--- src/rtl/ota_cal_seq.sv ---
// ----------------------------------------------------------------------------
// ota_cal_seq
//
// Sequencer for the digital OTA/comparator cell. With the OTA inputs shorted
// it runs a successive-approximation offset-trim search, then releases the
// short, enables the OTA output driver and samples the comparator once every
// RUN_PERIOD cycles.
//
// Parameters
//   TRIM_W      width of the offset-trim code (SAR bits), >= 2
//   SETTLE      cycles spent on each SAR bit, including the 2-cycle
//               comparator synchroniser, >= 3
//   RUN_PERIOD  cycles between comparator samples in RUN, >= 2
//
// Ports
//   clk           in   system clock
//   rst_n         in   asynchronous active-low reset
//   ena           in   block enable; low forces IDLE (priority over cal_start)
//   cal_start     in   level; starts calibration from IDLE or RUN
//   cmp_in        in   raw comparator output, asynchronous to clk
//   trim_code     out  offset-trim code to the OTA
//   short_en      out  1 = short Vip/Vin together during calibration
//   ota_en        out  1 = enable the OTA output tristate driver
//   cal_busy      out  1 while in CAL_INIT / CAL_BIT
//   cal_done      out  sticky 1 after a completed calibration
//   sample_valid  out  1-cycle pulse, sample_bit valid
//   sample_bit    out  synchronised comparator value captured with the pulse
// ----------------------------------------------------------------------------
module ota_cal_seq #(
    parameter int TRIM_W     = 4,
    parameter int SETTLE     = 8,
    parameter int RUN_PERIOD = 16
) (
    input  logic              clk,
    input  logic              rst_n,
    input  logic              ena,
    input  logic              cal_start,
    input  logic              cmp_in,
    output logic [TRIM_W-1:0] trim_code,
    output logic              short_en,
    output logic              ota_en,
    output logic              cal_busy,
    output logic              cal_done,
    output logic              sample_valid,
    output logic              sample_bit
);

    localparam int IDX_W = (TRIM_W > 1) ? $clog2(TRIM_W) : 1;
    localparam int SET_W = (SETTLE > 1) ? $clog2(SETTLE) : 1;
    localparam int PER_W = (RUN_PERIOD > 1) ? $clog2(RUN_PERIOD) : 1;

    localparam logic [IDX_W-1:0]  IDX_TOP  = IDX_W'(TRIM_W - 1);
    localparam logic [IDX_W-1:0]  IDX_ONE  = IDX_W'(1);
    localparam logic [SET_W-1:0]  SET_LAST = SET_W'(SETTLE - 1);
    localparam logic [SET_W-1:0]  SET_ONE  = SET_W'(1);
    localparam logic [PER_W-1:0]  PER_LAST = PER_W'(RUN_PERIOD - 1);
    localparam logic [PER_W-1:0]  PER_ONE  = PER_W'(1);
    localparam logic [TRIM_W-1:0] TRIM_ONE = TRIM_W'(1);

    typedef enum logic [1:0] {
        IDLE     = 2'd0,
        CAL_INIT = 2'd1,
        CAL_BIT  = 2'd2,
        RUN      = 2'd3
    } state_t;

    state_t             state_q, state_d;
    logic               cmp_s1_q;
    logic               cmp_s_q;
    logic [TRIM_W-1:0]  trim_q, trim_d;
    logic [IDX_W-1:0]   bit_idx_q, bit_idx_d;
    logic [SET_W-1:0]   set_cnt_q, set_cnt_d;
    logic [PER_W-1:0]   per_cnt_q, per_cnt_d;
    logic               short_q, short_d;
    logic               ota_q, ota_d;
    logic               busy_q, busy_d;
    logic               done_q, done_d;
    logic               sv_q, sv_d;
    logic               sb_q, sb_d;

    // Helper terms for the SAR step
    logic [TRIM_W-1:0]  cur_mask;
    logic [TRIM_W-1:0]  nxt_mask;
    logic [IDX_W-1:0]   nxt_idx;
    logic [TRIM_W-1:0]  resolved;

    // ------------------------------------------------------------------
    // Comparator synchroniser; only cmp_s_q is used by the sequencer
    // ------------------------------------------------------------------
    always_ff @(posedge clk or negedge rst_n) begin
        if (!rst_n) begin
            cmp_s1_q <= 1'b0;
            cmp_s_q  <= 1'b0;
        end else begin
            cmp_s1_q <= cmp_in;
            cmp_s_q  <= cmp_s1_q;
        end
    end

    // ------------------------------------------------------------------
    // State and output registers
    // ------------------------------------------------------------------
    always_ff @(posedge clk or negedge rst_n) begin
        if (!rst_n) begin
            state_q   <= IDLE;
            trim_q    <= '0;
            bit_idx_q <= '0;
            set_cnt_q <= '0;
            per_cnt_q <= '0;
            short_q   <= 1'b0;
            ota_q     <= 1'b0;
            busy_q    <= 1'b0;
            done_q    <= 1'b0;
            sv_q      <= 1'b0;
            sb_q      <= 1'b0;
        end else begin
            state_q   <= state_d;
            trim_q    <= trim_d;
            bit_idx_q <= bit_idx_d;
            set_cnt_q <= set_cnt_d;
            per_cnt_q <= per_cnt_d;
            short_q   <= short_d;
            ota_q     <= ota_d;
            busy_q    <= busy_d;
            done_q    <= done_d;
            sv_q      <= sv_d;
            sb_q      <= sb_d;
        end
    end

    // ------------------------------------------------------------------
    // Next-state logic. Outputs are registered, so every output change is
    // scheduled on the transition into the state that owns it.
    // ------------------------------------------------------------------
    always_comb begin
        state_d   = state_q;
        trim_d    = trim_q;
        bit_idx_d = bit_idx_q;
        set_cnt_d = set_cnt_q;
        per_cnt_d = per_cnt_q;
        short_d   = short_q;
        ota_d     = ota_q;
        busy_d    = busy_q;
        done_d    = done_q;
        sv_d      = 1'b0;
        sb_d      = sb_q;

        cur_mask = TRIM_ONE << bit_idx_q;
        nxt_idx  = bit_idx_q - IDX_ONE;
        nxt_mask = TRIM_ONE << nxt_idx;
        // A high comparator means the trial code overshot: drop the trial bit
        resolved = cmp_s_q ? (trim_q & ~cur_mask) : trim_q;

        if (!ena) begin
            state_d = IDLE;
            short_d = 1'b0;
            ota_d   = 1'b0;
            busy_d  = 1'b0;
            done_d  = 1'b0;
            // An aborted search keeps only the bits already decided; the
            // pending trial bit is unresolved and is withdrawn.
            if (state_q == CAL_BIT) begin
                trim_d = trim_q & ~cur_mask;
            end
        end else begin
            unique case (state_q)
                IDLE: begin
                    if (cal_start) begin
                        state_d   = CAL_INIT;
                        trim_d    = '0;
                        bit_idx_d = IDX_TOP;
                        short_d   = 1'b1;
                        busy_d    = 1'b1;
                        done_d    = 1'b0;
                        ota_d     = 1'b0;
                    end
                end

                CAL_INIT: begin
                    // First trial: MSB set
                    state_d   = CAL_BIT;
                    trim_d    = trim_q | cur_mask;
                    set_cnt_d = '0;
                end

                CAL_BIT: begin
                    if (set_cnt_q == SET_LAST) begin
                        if (bit_idx_q == '0) begin
                            state_d   = RUN;
                            trim_d    = resolved;
                            short_d   = 1'b0;
                            busy_d    = 1'b0;
                            done_d    = 1'b1;
                            ota_d     = 1'b1;
                            per_cnt_d = '0;
                        end else begin
                            // Decide this bit and launch the next trial together
                            trim_d    = resolved | nxt_mask;
                            bit_idx_d = nxt_idx;
                            set_cnt_d = '0;
                        end
                    end else begin
                        set_cnt_d = set_cnt_q + SET_ONE;
                    end
                end

                RUN: begin
                    if (cal_start) begin
                        state_d   = CAL_INIT;
                        trim_d    = '0;
                        bit_idx_d = IDX_TOP;
                        short_d   = 1'b1;
                        busy_d    = 1'b1;
                        done_d    = 1'b0;
                        ota_d     = 1'b0;
                    end else if (per_cnt_q == PER_LAST) begin
                        per_cnt_d = '0;
                        sv_d      = 1'b1;
                        sb_d      = cmp_s_q;
                    end else begin
                        per_cnt_d = per_cnt_q + PER_ONE;
                    end
                end

                default: begin
                    state_d = IDLE;
                end
            endcase
        end
    end

    assign trim_code    = trim_q;
    assign short_en     = short_q;
    assign ota_en       = ota_q;
    assign cal_busy     = busy_q;
    assign cal_done     = done_q;
    assign sample_valid = sv_q;
    assign sample_bit   = sb_q;

endmodule

--- config.mk ---
export PLATFORM = sky130hd
export DESIGN_NAME = ota_cal_seq
export DESIGN_NICKNAME = d
export VERILOG_FILES = /design/src/rtl/ota_cal_seq.sv
export SDC_FILE = /design/constraint.sdc
export NUM_CORES = 1
export LEC_CHECK = 0
export BUFFER_PORTS_ARGS = -buffer_cell sky130_fd_sc_hd__buf_2
export CORE_MARGIN = 1
export CORE_UTILIZATION = 40
export DETAILED_ROUTE_END_ITERATION = 6
export PLACE_DENSITY = 0.66
export SLEW_MARGIN = 15
export SYNTH_ARGS = -nofsm -noshare
export SYNTH_HDL_FRONTEND = slang
export SYNTH_SLANG_ARGS = --single-unit
--- constraint.sdc ---
create_clock -name clk -period 3.65 [get_ports clk]
set_clock_uncertainty 0.15 [all_clocks]
set_input_delay 0.1825 -clock clk [delete_from_list [all_inputs] [get_ports clk]]
set_output_delay 0.1825 -clock clk [all_outputs]
set_load 0.01 [all_outputs]
# ---- Yosys cells after proc, flatten, opt, wreduce, memory -nomap -nowiden
# Cells that the tools add are included.
# W data, S select, Z words.
dict set report totals {
  reg_bits 21
  latch_bits 0
  mem_bits_rw 0
  romBits 0
  input_bits 5
  output_inout_bits 10
  wordCells 88
  mem_count 0
}
dict set report op_classes {
  add_sub_neg 3
  multipliers 0
  div 0
  n_lt_le_gt_ge 0
  n_eq_ne 15
  shifts 2
  mux 38
  n_bitwise 5
  n_reduce_logical 14
}
# operator count
set op_table {}
lappend op_table {{$mux W4} 10}
lappend op_table {{$mux W2} 7}
lappend op_table {{$mux W1} 12}
lappend op_table {{$ne A3 B2 Y1 const B} 4}
lappend op_table {{$pmux W4 S3} 1}
lappend op_table {{$reduce_and A5 Y1} 2}
lappend op_table {{$reduce_and A3 Y1} 3}
lappend op_table {{$or A4 B4 Y4} 2}
lappend op_table {{$pmux W4 S2} 1}
lappend op_table {{$reduce_and A4 Y1} 2}
lappend op_table {{$reduce_bool A2 Y1} 4}
lappend op_table {{$shl A1 B2 Y4 const A} 2}
lappend op_table {{$mux W3} 2}
lappend op_table {{$ne A2 B1 Y1 const B} 3}
lappend op_table {{$pmux W2 S3} 1}
lappend op_table {{$pmux W3 S2} 1}
lappend op_table {{$add A4 B1 Y4 const B} 1}
lappend op_table {{$and A4 B4 Y4} 1}
lappend op_table {{$eq A2 B2 Y1 const B} 2}
lappend op_table {{$eq A4 B4 Y1 const B} 1}
lappend op_table {{$logic_not A2 Y1} 2}
lappend op_table {{$ne A2 B2 Y1 const B} 2}
lappend op_table {{$not A4 Y4} 1}
lappend op_table {{$pmux W1 S2} 2}
lappend op_table {{other kinds (8)} 8}

# ---- Logic depth before layout (Yosys ltp)
dict set report logic_depth {
  depth_word 9
  ltp_mapped 8
  ltp_nobuf 6
}

# ---- Worst setup path after synthesis
# Ideal clock, no wire load.
dict set report synth_path {
  kind {register -> register}
  startpoint {register state_q[0]}
  endpoint {register trim_q[1] (netlist: trim_code[1])}
  setup_time_ps 122
  arrival_ps 1621
  required_time_ps 3378
  path_slack_ps 1758
  stages_incl_launch_ff 7
  n_path_buf 1
  synth_period_minus_slack_ps 1892
  path_cell_list {dfrtp_1 > inv_1 > ha_1 > clkbuf_1 > a221oi_4 > o21ai_1 > a32o_1}
}
dict set report synth_between {
  elab_chain_cells 4
  elab_cells_between_ends 11
  classes_between {eq/ne: 5; mux: 2; reduce/logical: 4}
}
# item line
set synth_lines {}
lappend synth_lines {{start: declaration} 67} ;# state_t state_q, state_d;
lappend synth_lines {{start signal: assignment} 117} ;# state_q <= state_d;
lappend synth_lines {{$eq A2 B2 Y1 / $logic_not A2 Y1 (equally long branches)} 166} ;# unique case (state_q)
lappend synth_lines {{$reduce_or A2 Y1 (no line)} --}
lappend synth_lines {{$ne A3 B2 Y1 (no line) / $pmux W4 S3 (equally long branches)} --}
lappend synth_lines {{$reduce_and A3 Y1 (no line) / $mux W4 (equally long branches)} --}
lappend synth_lines {{end signal: assignment} 118} ;# trim_q <= trim_d;
lappend synth_lines {{end: declaration} 70} ;# logic [TRIM_W-1:0] trim_q, trim_d;
# Parallel ways exist; a longest one is shown, timed or not.
# A chain may end at the register's enable or synchronous reset.

# ---- Worst setup path after layout
dict set report layout_path {
  startpoint {register bit_idx_q[0]}
  endpoint {register done_q (netlist: cal_done)}
}
dict set report layout_between {
  elab_chain_cells 3
}
# item line
set layout_lines {}
lappend layout_lines {{start: declaration} 71} ;# logic [IDX_W-1:0] bit_idx_q, bit_idx_d;
lappend layout_lines {{start signal: assignment} 119} ;# bit_idx_q <= bit_idx_d;
lappend layout_lines {{$logic_not A2 Y1} 188} ;# if (bit_idx_q == '0) begin
lappend layout_lines {{$ne A3 B2 Y1 (no line)} --}
lappend layout_lines {{$reduce_and A4 Y1 (no line)} --}
lappend layout_lines {{end signal: assignment} 125} ;# done_q <= done_d;
lappend layout_lines {{end: declaration} 77} ;# logic done_q, done_d;
# No other way between the ends.

==> flow_summary.ini <==
[finish]
final_common_cell = dfrtp_1
final_cell_mix = dfrtp_1 (21), nand2_1 (19), buf_2 (14)
nNetsFinal = 162
finalNonFillerCells = 177
drive_above_1_share_pct = 16.4
num_antenna_cells = 0
area_delta_synth_final_pct = 9.51

[clock_tree]
clock_latency_ns = 0.32
cts_resized = 0
cts-root-buf = clkbuf_4
clkTransAtPathRegs_ns = 0.13
cts.path.max_buffers = 2
holdBufCountCts = 2
h-tree-depth = 1
tritoncts = done
numCtsBuffers = 3
cts_sinks = 21
postCtsSetupBuffers = 0

[global_route]
grt_usage_pct = 17.5
grt_max_degree = 22
overflow = 0
grtUsageMet2_pct = 28.1
gr-max-usage-layer = met2
grt_use_met3_pct = 4.76
gr-usage-met1_pct = 23.0
grt_pass1_wl_um = 4370
grt_pass1_vias = 965
antenna_found_initial = 0

[routing]
wire_per_inst_um = 14.0
dr.pass1.iters = 4
drt_iter0_markers = 14
viasPerCell = 5.51
ant_nets = 0
num_vias = 975
wirelength_um = 2480
route.detailed.drc = 0

[synth]
syn_area_per_cell_um2 = 9.29
syn_area_mm2 = 0.00124
async_flop_share_pct = 100
ys_seq_area_share_pct = 42.5
synth_edf_count = 0
ys_ff_latch = 21
ys_warn_count = 0
synth_nets = 148
yosysUniqueCellTypes = 34
ys.flop_type = dfrtp_1
synth_cells = 133

[floorplanning]
pin_count = 15
die_w_um = 57.6
die_y_um = 57.6
initial_core_util_pct = 43.3
core_area_mm2 = 0.00285
core.rowCount = 19
die_area_mm2 = 0.00332

[setup_path]
required_ns = 3.72
end_kind = flop
start_kind = flop
worstPathArrival_ns = 2.21
crit_type = reg -> reg
critPathMaxFanout = 10

[timing]
worstMarginPinSlew_ns = 0.639
finalCritPeriodShare_pct = 58.7
final_hold_viol_count = 0
fmax_ghz = 0.467
finalSetupViolations = 0
rsz0062_at_grt = false
tns_ns = 0
slew-limit-headroom_pct = 57.4
slew_viol_final = 0
whs_ns = 0.0249
post-route-min-period_ns = 2.14

[placed_design]
io_buffers = 14
gp_congestion = 0.788
hpwlAfterDp_um = 1780
dp.cells = 171

[worst_hold_path]
hp-class = in -> reg

[power]
vdd_drop_max_uv = 302
total_power_w = 0.000757
power_density_mw_per_mm2 = 559
power_leakage_nw = 0.635

[run_status]
status = finished, final reports clean

[run]
cap_violations = 0
[state kept, by name, summed over array words and instances (netlist names)]
register / count
cmp_s_q: 1
sample_bit: 1
state_q: 2
set_cnt_q: 3
cal_done: 1
sample_valid: 1
bit_idx_q: 2
cmp_s1_q: 1
cal_busy: 1
per_cnt_q: 4
trim_code: 4
[synth_stat cells, drive strengths merged, types with 2 or more instances]
library cell / n / share of area (%)
nand2: 19 / 5.8
nor2b: 5 / 2.5
nor2: 9 / 2.7
a32o: 3 / 2.4
ha: 10 / 10
a21oi: 10 / 4.4
a31oi: 2 / 1.0
nand2b: 2 / 1.0
dfrtp: 21 / 43
o21ai: 12 / 4.9
buf: 4 / 2.2
and2: 3 / 1.5
nand3: 3 / 1.2
inv: 8 / 2.4
mux2i: 3 / 2.4
a211oi: 2 / 1.2
nand3b: 2 / 1.2
clkbuf: 3 / 0.91
[report_power, final]
part	switching, W	internal (W)	leakage (nW)
clock	0.0000761	0.0000411	0.0177
sequential	0.0000378	0.000276	0.269
combinational	0.000195	0.000131	0.348
[through the flow]
step                area [um2]  worst slack [ns]  utilization [%]
finish                    1350              1.51             47.5
global route              1350              1.31             47.5
CTS                       1350              1.51             47.5
detailed placement        1310              1.52             45.8
global placement          1310              1.57             45.8
floorplan                 1240              1.76                -
[logic make-up (layout without fill, tap and decap cells)]
logic type      Yosys count  count (layout)  synth area share, %
simple gates             44              44                 16.4
compound gates           39              39                 22.1
flops                    21              21                 42.5
buf+inv                  15              28                 5.57
fa+ha+maj                10              10                 10.1
mux                       4               4                 3.34
[final cells by class]
class,instances,area [um2]
tap,31,38.8
multi-input combinational,97,642
sequential,21,526
clock inverter,1,5.00
inverter,8,30.0
timing repair buffer,16,90.1
fill,274,1500
clock buffer,3,22.5
[routing by layer]
layer	share of wire, %	up-vias
li1	-	490
met1	49	453
met2	45	27
met3	4.6	5
met4	1.4	0
met5	0	-
[path summary, 6_finish.rpt]
kind / cells after the start / endpoint / startpoint / slack (ns)
min in group asynchronous: 2 / sample_valid / rst_n / 0.18
setup / recovery: 6 / cal_done / bit_idx_q[0] / 1.51
setup reg to reg: 6 / cal_done / bit_idx_q[0] / 1.51
max in group asynchronous: 2 / per_cnt_q[1] / rst_n / 2.82
hold / removal: 3 / sample_valid / cal_start / 0.02
hold reg to reg: 0 / cmp_s_q / cmp_s1_q / 0.22
[worst max-delay path, stage by stage, from the launching register on]
cell      delay (ns)
dfrtp_1         0.46
inv_1           0.17
ha_1            0.40
a21boi_1        0.17
a21oi_2         0.31
a21oi_1         0.14
a211oi_1        0.25
Note: power is estimated with default switching activity, not from simulation.
